## src/rtl/axil_pkg.sv

```systemverilog
// Shared AXI-lite read definitions.
//   RESP_OKAY / RESP_SLVERR : AXI rresp encodings
//   rd_tag_t                : per-read ordering tag held in the order FIFO
package axil_pkg;

  localparam logic [1:0] RESP_OKAY   = 2'b00;
  localparam logic [1:0] RESP_SLVERR = 2'b10;

  // One tag per accepted read; err marks a decode miss answered without data.
  typedef struct packed {
    logic err;
  } rd_tag_t;

endpackage

```

## src/rtl/sync_fifo.sv

```systemverilog
// Synchronous FIFO with a first-word-fall-through head.
//   clk, rst_n        : clock, async active-low reset (pointers only)
//   push_i, wdata_i   : write strobe and data (ignored when full)
//   pop_i             : read strobe (ignored when empty)
//   rdata_o           : current head entry
//   full_o, empty_o   : occupancy flags
// DEPTH must be a power of two.
module sync_fifo #(
  parameter int unsigned WIDTH = 1,
  parameter int unsigned DEPTH = 4
) (
  input  logic             clk,
  input  logic             rst_n,
  input  logic             push_i,
  input  logic [WIDTH-1:0] wdata_i,
  input  logic             pop_i,
  output logic [WIDTH-1:0] rdata_o,
  output logic             full_o,
  output logic             empty_o
);

  localparam int unsigned AW = (DEPTH > 1) ? $clog2(DEPTH) : 1;

  logic [AW:0]      wr_ptr_q, wr_ptr_d;
  logic [AW:0]      rd_ptr_q, rd_ptr_d;
  logic [WIDTH-1:0] mem_q [DEPTH];
  logic             do_push, do_pop;

  // Extra pointer MSB distinguishes full from empty when the indices match.
  assign empty_o = (wr_ptr_q == rd_ptr_q);
  assign full_o  = (wr_ptr_q[AW] != rd_ptr_q[AW]) &&
                   (wr_ptr_q[AW-1:0] == rd_ptr_q[AW-1:0]);
  assign rdata_o = mem_q[rd_ptr_q[AW-1:0]];

  assign do_push = push_i && !full_o;
  assign do_pop  = pop_i && !empty_o;

  // Pointer next-state.
  always_comb begin
    wr_ptr_d = wr_ptr_q;
    rd_ptr_d = rd_ptr_q;
    if (do_push) wr_ptr_d = wr_ptr_q + (AW+1)'(1);
    if (do_pop)  rd_ptr_d = rd_ptr_q + (AW+1)'(1);
  end

  // Pointer registers.
  always_ff @(posedge clk or negedge rst_n) begin
    if (!rst_n) begin
      wr_ptr_q <= '0;
      rd_ptr_q <= '0;
    end else begin
      wr_ptr_q <= wr_ptr_d;
      rd_ptr_q <= rd_ptr_d;
    end
  end

  // Storage needs no reset; empty pointers hide stale contents.
  always_ff @(posedge clk) begin
    if (do_push) mem_q[wr_ptr_q[AW-1:0]] <= wdata_i;
  end

endmodule

```

## src/rtl/axil_rd_ext_mch.sv

```systemverilog
// AXI4-Lite read slave fanning out to NUM_CH word-mapped external read ports.
//   clk, rst_n                     : clock, async active-low reset
//   axi_ar* / axi_r*               : AXI-lite read address and read data channels
//   ext_rd_req                     : one-hot read strobe, driven in the AR handshake cycle
//   ext_rsp_dat / ext_rsp_val      : in-order external responses, always accepted
//   ext_rsp_ovf                    : sticky, a response arrived with no hit waiting for one
//   outst_cnt                      : reads accepted but not yet answered on R
// Responses leave in request order; decode misses are answered SLVERR in their slot.
module axil_rd_ext_mch
  import axil_pkg::*;
#(
  parameter logic [31:0] MEM_BASE   = 32'h1000_0000,
  parameter int unsigned NUM_CH     = 4,
  parameter int unsigned MAX_OUTST  = 4,
  parameter int unsigned DATA_WIDTH = 32,
  parameter int unsigned ADDR_WIDTH = 32
) (
  input  logic                           clk,
  input  logic                           rst_n,
  input  logic [ADDR_WIDTH-1:0]          axi_araddr,
  input  logic                           axi_arvalid,
  output logic                           axi_arready,
  output logic [DATA_WIDTH-1:0]          axi_rdata,
  output logic [1:0]                     axi_rresp,
  output logic                           axi_rvalid,
  input  logic                           axi_rready,
  output logic [NUM_CH-1:0]              ext_rd_req,
  input  logic [DATA_WIDTH-1:0]          ext_rsp_dat,
  input  logic                           ext_rsp_val,
  output logic                           ext_rsp_ovf,
  output logic [$clog2(MAX_OUTST):0]     outst_cnt
);

  localparam int unsigned CW = $clog2(MAX_OUTST) + 1;
  localparam int unsigned IW = (NUM_CH > 1) ? $clog2(NUM_CH) : 1;

  logic [CW-1:0]         cnt_q, cnt_d;
  logic [CW-1:0]         pend_q, pend_d;
  logic                  arready_q, arready_d;
  logic                  rvalid_q, rvalid_d;
  logic [DATA_WIDTH-1:0] rdata_q, rdata_d;
  logic [1:0]            rresp_q, rresp_d;
  logic                  ovf_q, ovf_d;

  logic [ADDR_WIDTH-1:0] offset;
  logic                  hit, ar_hs, r_hs, rsp_ok, load;
  rd_tag_t               tag_in, ord_head;
  logic                  ord_full, ord_empty, ord_pop;
  logic [DATA_WIDTH-1:0] dat_head;
  logic                  dat_full, dat_empty, dat_pop;

  assign ar_hs = axi_arvalid && arready_q;
  assign r_hs  = rvalid_q && axi_rready;

  // Address decode; addresses below MEM_BASE wrap to large offsets and miss.
  assign offset     = axi_araddr - ADDR_WIDTH'(MEM_BASE);
  assign hit        = (axi_araddr[1:0] == 2'b00) &&
                      (offset[ADDR_WIDTH-1:2] < (ADDR_WIDTH-2)'(NUM_CH));
  assign tag_in.err = !hit;
  assign ext_rd_req = (ar_hs && hit) ? (NUM_CH'(1) << offset[IW+1:2]) : '0;

  // pend_q counts hits still owed an external response; anything beyond is dropped.
  assign rsp_ok = ext_rsp_val && (pend_q != '0);

  // The R register acts as a one-entry stage: loading it pops the FIFO heads.
  assign load = !ord_empty && (ord_head.err || !dat_empty) && (!rvalid_q || axi_rready);

  sync_fifo #(.WIDTH($bits(rd_tag_t)), .DEPTH(MAX_OUTST)) u_ord_fifo (
    .clk     (clk),
    .rst_n   (rst_n),
    .push_i  (ar_hs && !ord_full),
    .wdata_i (tag_in),
    .pop_i   (ord_pop),
    .rdata_o (ord_head),
    .full_o  (ord_full),
    .empty_o (ord_empty)
  );

  sync_fifo #(.WIDTH(DATA_WIDTH), .DEPTH(MAX_OUTST)) u_dat_fifo (
    .clk     (clk),
    .rst_n   (rst_n),
    .push_i  (rsp_ok && !dat_full),
    .wdata_i (ext_rsp_dat),
    .pop_i   (dat_pop),
    .rdata_o (dat_head),
    .full_o  (dat_full),
    .empty_o (dat_empty)
  );

  // Next-state for counters, AR ready, R output stage and overflow flag.
  always_comb begin
    cnt_d     = cnt_q;
    pend_d    = pend_q;
    rvalid_d  = rvalid_q;
    rdata_d   = rdata_q;
    rresp_d   = rresp_q;
    ord_pop   = 1'b0;
    dat_pop   = 1'b0;
    ovf_d     = ovf_q | (ext_rsp_val & ~rsp_ok);

    case ({ar_hs, r_hs})
      2'b10:   cnt_d = cnt_q + CW'(1);
      2'b01:   cnt_d = cnt_q - CW'(1);
      default: cnt_d = cnt_q;
    endcase

    case ({ar_hs && hit, rsp_ok})
      2'b10:   pend_d = pend_q + CW'(1);
      2'b01:   pend_d = pend_q - CW'(1);
      default: pend_d = pend_q;
    endcase

    arready_d = (cnt_d < CW'(MAX_OUTST));

    if (load) begin
      ord_pop  = 1'b1;
      dat_pop  = !ord_head.err;
      rvalid_d = 1'b1;
      rdata_d  = ord_head.err ? '0 : dat_head;
      rresp_d  = ord_head.err ? RESP_SLVERR : RESP_OKAY;
    end else if (r_hs) begin
      rvalid_d = 1'b0;
    end
  end

  // State registers.
  always_ff @(posedge clk or negedge rst_n) begin
    if (!rst_n) begin
      cnt_q     <= '0;
      pend_q    <= '0;
      arready_q <= 1'b0;
      rvalid_q  <= 1'b0;
      rdata_q   <= '0;
      rresp_q   <= RESP_OKAY;
      ovf_q     <= 1'b0;
    end else begin
      cnt_q     <= cnt_d;
      pend_q    <= pend_d;
      arready_q <= arready_d;
      rvalid_q  <= rvalid_d;
      rdata_q   <= rdata_d;
      rresp_q   <= rresp_d;
      ovf_q     <= ovf_d;
    end
  end

  assign axi_arready = arready_q;
  assign axi_rvalid  = rvalid_q;
  assign axi_rdata   = rdata_q;
  assign axi_rresp   = rresp_q;
  assign ext_rsp_ovf = ovf_q;
  assign outst_cnt   = cnt_q;

endmodule

```

## config.mk

```make
export PLATFORM = sky130hd
export DESIGN_NAME = axil_rd_ext_mch
export DESIGN_NICKNAME = d
export VERILOG_FILES = /design/src/rtl/axil_pkg.sv /design/src/rtl/sync_fifo.sv /design/src/rtl/axil_rd_ext_mch.sv
export SDC_FILE = /design/constraint.sdc
export NUM_CORES = 1
export LEC_CHECK = 0
export BUFFER_PORTS_ARGS = -buffer_cell sky130_fd_sc_hd__buf_2
export CAP_MARGIN = 20
export CORE_MARGIN = 8
export CORE_UTILIZATION = 60
export DETAILED_ROUTE_END_ITERATION = 10
export PLACE_DENSITY = 0.84
export SYNTH_ARGS = -nofsm -noshare
export SYNTH_HDL_FRONTEND = slang
export SYNTH_SLANG_ARGS = --single-unit
export TNS_END_PERCENT = 1
```

## constraint.sdc

```tcl
create_clock -name clk -period 4.9 [get_ports clk]
set_input_delay 0.245 -clock clk [delete_from_list [all_inputs] [get_ports clk]]
set_output_delay 0.245 -clock clk [all_outputs]
set_load 0.02 [all_outputs]
```

## Word level (Yosys, flattened, before mapping)

Memories as Yosys holds them, arrays and structs flattened.
Index checks and enable logic that the tools add are counted.
W data, S select, Z words.

- Add/sub/neg operators: 9
- Order comparisons: 2
- Eq/ne operators: 10
- Shift-type cells: 1
- Muxes and demuxes: 13
- Bitwise gates (word level): 3
- Reductions and logical operators: 28

Operators with widths:

| operator | number |
|---|---|
| $mux W32 | 1 |
| $sub A32 B29 Y32 const B | 1 |
| $lt A30 B3 Y1 const B | 1 |
| $add A3 B1 Y3 const B | 6 |
| $logic_and A1 B1 Y1 | 15 |
| $pmux W3 S2 | 2 |
| $mux W1 | 8 |
| $logic_not A1 Y1 | 7 |
| $eq A3 B3 Y1 | 2 |
| $sub A3 B1 Y3 const B | 2 |
| $eq A2 B1 Y1 const B | 2 |
| $eq A2 B2 Y1 | 2 |
| $eq A2 B2 Y1 const B | 2 |
| $mux W4 | 1 |
| $reduce_bool A2 Y1 | 2 |
| $shl A1 B2 Y4 const A | 1 |
| $lt A3 B3 Y1 const B | 1 |
| $reduce_bool A3 Y1 | 1 |
| $logic_not A2 Y1 | 1 |
| $logic_or A1 B1 Y1 | 2 |
| $mux W2 | 1 |
| $ne A1 B1 Y1 | 2 |
| $and A1 B1 Y1 | 1 |
| $not A1 Y1 | 1 |
| $or A1 B1 Y1 | 1 |

- Register bits after elaboration: 55
- Bits in writable memories: 132
- Input bits: 69
- Logic and storage cells: 79
- Memories: 2

Memory list:

| name | depth | bits a word | read ports | clocked after memory_dff | wr ports | line | text |
|---|---|---|---|---|---|---|---|
| u_dat_fifo.mem_q | 4 | 32 | 1 | 0 | 1 | sync_fifo.sv:26 | `logic [WIDTH-1:0] mem_q [DEPTH];` |
| u_ord_fifo.mem_q | 4 | 1 | 1 | 0 | 1 | sync_fifo.sv:26 |  |

## Longest topological paths before layout

- Word-level depth: 7
- Gate-level depth with buffers: 10

## By module

Synthesis repeated with hierarchy kept, for this count alone.

- Cells, all modules: 436
- Area total of the unflattened synthesis: 7,764.9 um^2

Modules (own cells, without submodules):

| module | instances | cells each | area an instance (um^2) |
|---|---|---|---|
| sync_fifo (u_dat_fifo) | 1 | 216 | 5,077.4 |
| axil_rd_ext_mch | 1 | 166 | 2,065.7 |
| sync_fifo (u_ord_fifo) | 1 | 54 | 621.8 |

## Worst setup path before layout

No wires, ideal clock.

- Path type: register to register
- Start point: register u_dat_fifo.rd_ptr_q[1]
- End point: memory u_dat_fifo.mem_q[3][0] (netlist bit) (enable)
- Arrival: 2,141 ps
- Required time: 4,506 ps
- Slack: 2,365 ps
- Cell stages (with the launch flop): 5
- Buffers on the path: 1
- Period minus slack after synthesis: 2,535 ps
- Path through: dfrtp_1 -> buf_2 -> xnor2_1 -> a311oi_1 -> and2_1

- Word-level cells in the longest chain between the ends: 7

Ends and longest elaborated chain:

| what | line | text |
|---|---|---|
| start, declared | sync_fifo.sv:25 | `logic [AW:0] rd_ptr_q, rd_ptr_d;` |
| start signal, assigned | sync_fifo.sv:53 | `rd_ptr_q <= rd_ptr_d;` |
| $eq A2 B2 Y1 * | sync_fifo.sv:32 | `(wr_ptr_q[AW-1:0] == rd_ptr_q[AW-1:0]);` |
| $logic_and A1 B1 Y1 * | sync_fifo.sv:31 | `assign full_o = (wr_ptr_q[AW] != rd_ptr_q[AW]) &&` |
| $logic_not A1 Y1 * | sync_fifo.sv:35, axil_rd_ext_mch.sv:82 |  |
| $logic_and A1 B1 Y1 | axil_rd_ext_mch.sv:82 | `.push_i (rsp_ok && !dat_full),` |
| $logic_and A1 B1 Y1 * | sync_fifo.sv:35 | `assign do_push = push_i && !full_o;` |
| $mux W1 * | sync_fifo.sv:59 | `if (do_push) mem_q[wr_ptr_q[AW-1:0]] <= wdata_i;` |
| $mux W1 (not written as such) * | sync_fifo.sv:59 |  |
| end, declared | sync_fifo.sv:26 |  |

Mark *: on every way between the ends. The rest lies on a longest branch, timed or not.

## Worst setup path in the final report

- Start point: register u_dat_fifo.rd_ptr_q[1]
- End point: memory u_dat_fifo.mem_q[2][17] (netlist bit) (enable)

Same word-level chain as after synthesis.

==> run_summary.xml <==
<?xml version="1.0" encoding="UTF-8"?>
<metrics>
  <group name="timing">
    <metric name="rsz0062_at_grt" unit="">no</metric>
    <metric name="period_needed" unit="ps">3322</metric>
    <metric name="hold_ws" unit="ps">33.82</metric>
    <metric name="hold_violations" unit="">0</metric>
    <metric name="final.setup.tns" unit="ps">0</metric>
    <metric name="report.final.slew_viol_count" unit="">0</metric>
    <metric name="tightestPinTransition" unit="ps">1098</metric>
    <metric name="worst_clock_skew" unit="ps">9.252</metric>
    <metric name="slew_headroom" unit="">0.2677</metric>
    <metric name="layout_worst_path_cycle_share" unit="">0.6780</metric>
    <metric name="achievable-frequency" unit="MHz">301.0</metric>
    <metric name="report.final.setup_viol" unit="">0</metric>
  </group>
  <group name="cells_and_area">
    <metric name="layout_common_cells" unit="">edfxtp_1 (132), buf_2 (111), dfrtp_1 (52)</metric>
    <metric name="n_fill_cell" unit="">729</metric>
    <metric name="synthToLayoutAreaGrowth" unit="%">18.03</metric>
    <metric name="stdcell_count" unit="">647</metric>
    <metric name="finalNetCount" unit="">570</metric>
    <metric name="layout_commonest_cell" unit="">edfxtp_1</metric>
    <metric name="drive_above_1_share" unit="">0.3820</metric>
    <metric name="final_design_area_no_fill" unit="mm^2">0.008586</metric>
    <metric name="n_antenna_cell" unit="">0</metric>
  </group>
  <group name="synth">
    <metric name="largest_family_of_logic_cells_by_synthesized_area" unit="">multiplexers</metric>
    <metric name="mappedNetlistNets" unit="">455</metric>
    <metric name="synth.yosys.seq_area_share" unit="">0.7307</metric>
    <metric name="ys_seq_elements" unit="">186</metric>
    <metric name="synth.mux.area_fraction" unit="">0.1082</metric>
    <metric name="synth_compound_area_frac" unit="">0.05366</metric>
    <metric name="netlist-cell-type-count" unit="">38</metric>
    <metric name="synth.avg_cell_area" unit="um^2">19.56</metric>
    <metric name="yosys.area_share.simple" unit="">0.03234</metric>
    <metric name="async_flop_share" unit="">0.2903</metric>
    <metric name="synthAdderAreaFrac" unit="">0.02614</metric>
    <metric name="postSynth.topFlopCell" unit="">edfxtp_1</metric>
    <metric name="synthesis.yosys.warnings" unit="">0</metric>
    <metric name="syn_area" unit="mm^2">0.007274</metric>
    <metric name="synth-xor-area-share" unit="">0.02890</metric>
    <metric name="synthesis.instances" unit="">372</metric>
    <metric name="synth_edf_count" unit="">132</metric>
  </group>
  <group name="power_and_ir_drop">
    <metric name="power.density" unit="mW/mm^2">657.4</metric>
    <metric name="static-leakage-power" unit="uW">0.003292</metric>
    <metric name="p_comb_frac" unit="">0.328</metric>
    <metric name="power.ir.vdd_worst" unit="mV">0.3303</metric>
    <metric name="power_switching" unit="uW">1861</metric>
    <metric name="power_report.internal_total" unit="uW">3783</metric>
    <metric name="clkPwrFrac" unit="">0.243</metric>
    <metric name="power.share.switching" unit="">0.3297</metric>
    <metric name="p_seq_frac" unit="">0.429</metric>
    <metric name="total_power" unit="uW">5644</metric>
  </group>
  <group name="grt">
    <metric name="grt_pass1_wl" unit="mm">22.63</metric>
    <metric name="first_global_vias" unit="">4277</metric>
    <metric name="maximum_number_of_pins_on_one_net_before_global_route_repair" unit="">55</metric>
    <metric name="grt.overflow.total" unit="">0</metric>
    <metric name="track_usage" unit="">0.1877</metric>
    <metric name="number_of_antenna_violations_at_the_first_check_in_global_routing" unit="">0</metric>
  </group>
  <group name="cts">
    <metric name="clkSinkCount" unit="">186</metric>
    <metric name="ctsLongestPathBuffers" unit="">2</metric>
    <metric name="clk_pin_slew_worst_paths" unit="ps">60</metric>
    <metric name="cts_tree" unit="">yes</metric>
    <metric name="h-tree-depth" unit="">4</metric>
    <metric name="clock_latency" unit="ps">430</metric>
    <metric name="post_cts_resize_count" unit="">0</metric>
    <metric name="number_of_buffers_created_by_cts" unit="">17</metric>
    <metric name="root_buffer" unit="">clkbuf_16</metric>
  </group>
  <group name="worst_hold_path">
    <metric name="hold_path_depth" unit="">1</metric>
    <metric name="worst_hold_path_type" unit="">in2reg</metric>
  </group>
  <group name="drt">
    <metric name="drtIter0Drc" unit="">175</metric>
    <metric name="drt_pre_antenna_iters" unit="">4</metric>
    <metric name="num_vias" unit="">3901</metric>
    <metric name="postRouteAntennaNets" unit="">0</metric>
    <metric name="drt_drc_violations_left" unit="">0</metric>
    <metric name="routedWlPerCell" unit="um">21.92</metric>
    <metric name="wl" unit="mm">14.18</metric>
    <metric name="avgViaCountPerCell" unit="">6.029</metric>
  </group>
  <group name="placed_design">
    <metric name="place_congestion" unit="">0.9408</metric>
    <metric name="placedInstanceArea" unit="mm^2">0.007955</metric>
    <metric name="port_buffers" unit="">111</metric>
    <metric name="dpl.cell_count" unit="">613</metric>
    <metric name="post-dp-hpwl" unit="mm">8.768</metric>
  </group>
  <group name="job">
    <metric name="max-cap-violations" unit="">0</metric>
  </group>
  <group name="floorplanning">
    <metric name="die_y" unit="um">126.1</metric>
    <metric name="starting_utilization_of_the_core_area" unit="">0.6107</metric>
    <metric name="rows" unit="">40</metric>
    <metric name="die_w" unit="um">126.1</metric>
    <metric name="top_level_ports" unit="">113</metric>
    <metric name="core_region_area" unit="mm^2">0.01191</metric>
    <metric name="die-area" unit="mm^2">0.01590</metric>
  </group>
  <group name="outcome">
    <metric name="outcome" unit="">finished clean</metric>
  </group>
  <group name="critical_path">
    <metric name="depth_of_the_worst_register_to_register_path" unit="">3</metric>
    <metric name="cp_slowest_stage_delay" unit="ps">940</metric>
    <metric name="crit_arrival" unit="ps">3370</metric>
    <metric name="crit_chain" unit="">xnor2_1, a311oi_1, and2_2</metric>
    <metric name="cp-start-kind" unit="">flip-flop</metric>
    <metric name="critical_path.endpoint_type" unit="">flip-flop</metric>
    <metric name="critical_path_cell_with_the_highest_stage_delay" unit="">dfrtp_2</metric>
    <metric name="crit_path_max_fanout" unit="">36</metric>
    <metric name="worstSetupPathType" unit="">reg2reg</metric>
    <metric name="worst-endpoint-required" unit="ps">4950</metric>
  </group>
</metrics>
## state kept, by name (all words and copies together), names as in the netlist
register and cells:
axi_rresp 1, u_dat_fifo.wr_ptr_q 3, outst_cnt 3, u_ord_fifo.wr_ptr_q 3
u_dat_fifo.rd_ptr_q 3, u_dat_fifo.mem_q 128, pend_q 3, u_ord_fifo.mem_q 4
axi_rdata 32, ext_rsp_ovf 1, axi_arready 1, u_ord_fifo.rd_ptr_q 3
axi_rvalid 1
## critical path, delay by kind of cell (launching register included)
family / cells / cell delay [ps]
XOR/XNOR: 1 / 280
AO/OA/AOI/OAI: 1 / 820
AND/OR/NAND/NOR: 1 / 860
flip-flops: 1 / 940
## synth_stat cells, types with 2 or more instances
master    instances  share of area
edfxtp_1        132           0.54
dfrtp_1          54           0.19
mux4_2           33           0.10
a32o_1           32          0.044
xnor2_1          15          0.018
ha_1             12          0.021
inv_1            10         0.0052
and2_1            9         0.0077
xor2_1            9          0.011
clkbuf_1          8         0.0041
nor4_1            7         0.0060
nand2_1           4         0.0021
nor2_1            4         0.0021
buf_1             3         0.0015
buf_2             3         0.0021
buf_6             3         0.0046
mux2_2            3         0.0046
nand3_1           3         0.0021
a21oi_1           2         0.0014
a31oi_1           2         0.0017
and3b_1           2         0.0024
buf_4             2         0.0021
fa_1              2         0.0055
nand4_1           2         0.0017
nor3_1            2         0.0014
o21ai_0           2         0.0014
## metal layers
metal / global-route usage / part of all wire / vias to the layer above
li1: - / - / 1729
met1: 0.2105 / 0.38 / 2001
met2: 0.3260 / 0.52 / 152
met3: 0.05359 / 0.074 / 19
met4: 0.08705 / 0.019 / 0
met5: 0 / 0 / -
## worst paths after layout
path | slack [ps] | startpoint | endpoint
setup / recovery | 1580 | u_dat_fifo.rd_ptr_q[1]$_DFFE_PN0P_ | u_dat_fifo.mem_q[2][17]$_DFFE_PP_
hold / removal | 30 | ext_rsp_dat[4] | u_dat_fifo.mem_q[0][4]$_DFFE_PP_
setup reg to reg | 1580 | u_dat_fifo.rd_ptr_q[1]$_DFFE_PN0P_ | u_dat_fifo.mem_q[2][17]$_DFFE_PP_
hold reg to reg | 460 | ext_rsp_ovf$_DFF_PN0_ | ext_rsp_ovf$_DFF_PN0_
max in group asynchronous | 3900 | rst_n | u_dat_fifo.rd_ptr_q[0]$_DFFE_PN0P_
min in group asynchronous | 490 | rst_n | axi_rdata[15]$_DFFE_PN0P_
## area by class of cell
cell class / count / area [um^2] / area share
Sequential cell: 186 / 5318 / 0.6194
Clock inverter: 12 / 146.4 / 0.01705
Inverter: 10 / 37.54 / 0.004372
Tap cell: 147 / 183.9 / 0.02142
Timing Repair Buffer: 115 / 608.1 / 0.07082
Multi-Input combinational cell: 157 / 1846 / 0.2150
Clock buffer: 20 / 446.7 / 0.05203
## per-stage QoR
stage	util	setup slack, ps
after global placement	0.6679	1839
after detailed placement	0.6679	1708
after CTS	0.7185	1570
after global routing	0.7208	1383
final	0.7208	1578
after floorplan	-	2365
## power by group through the flow
stage          combinational, uW  sequential, uW  clock, uW
2_1_floorplan               1270            2480          0
3_3_place_gp                1760            2410          0
3_5_place_dp                1830            2450          0
4_1_cts                     1860            2430       1390
5_1_grt                     2020            2470       1440
6_report                    1850            2420       1370
## cells by family (layout without fill, tap and decap cells)
kind of cell | Yosys count | in the layout
adder cells (fa/ha/maj) | 14 | 14
flip-flops | 186 | 186
AND/OR/NAND/NOR | 39 | 39
other | 1 | 1
XOR/XNOR | 24 | 24
AO/OA/AOI/OAI | 42 | 42
buffers and inverters | 29 | 157
multiplexers | 37 | 37
## what timing repair did
item	4_1_cts	5_1_grt
hold buffers	1	0
buffers inserted	0	0
hold endpoints to repair	54	0
endpoints found under the setup margin	0	0
(Power assumes the default switching activity.)
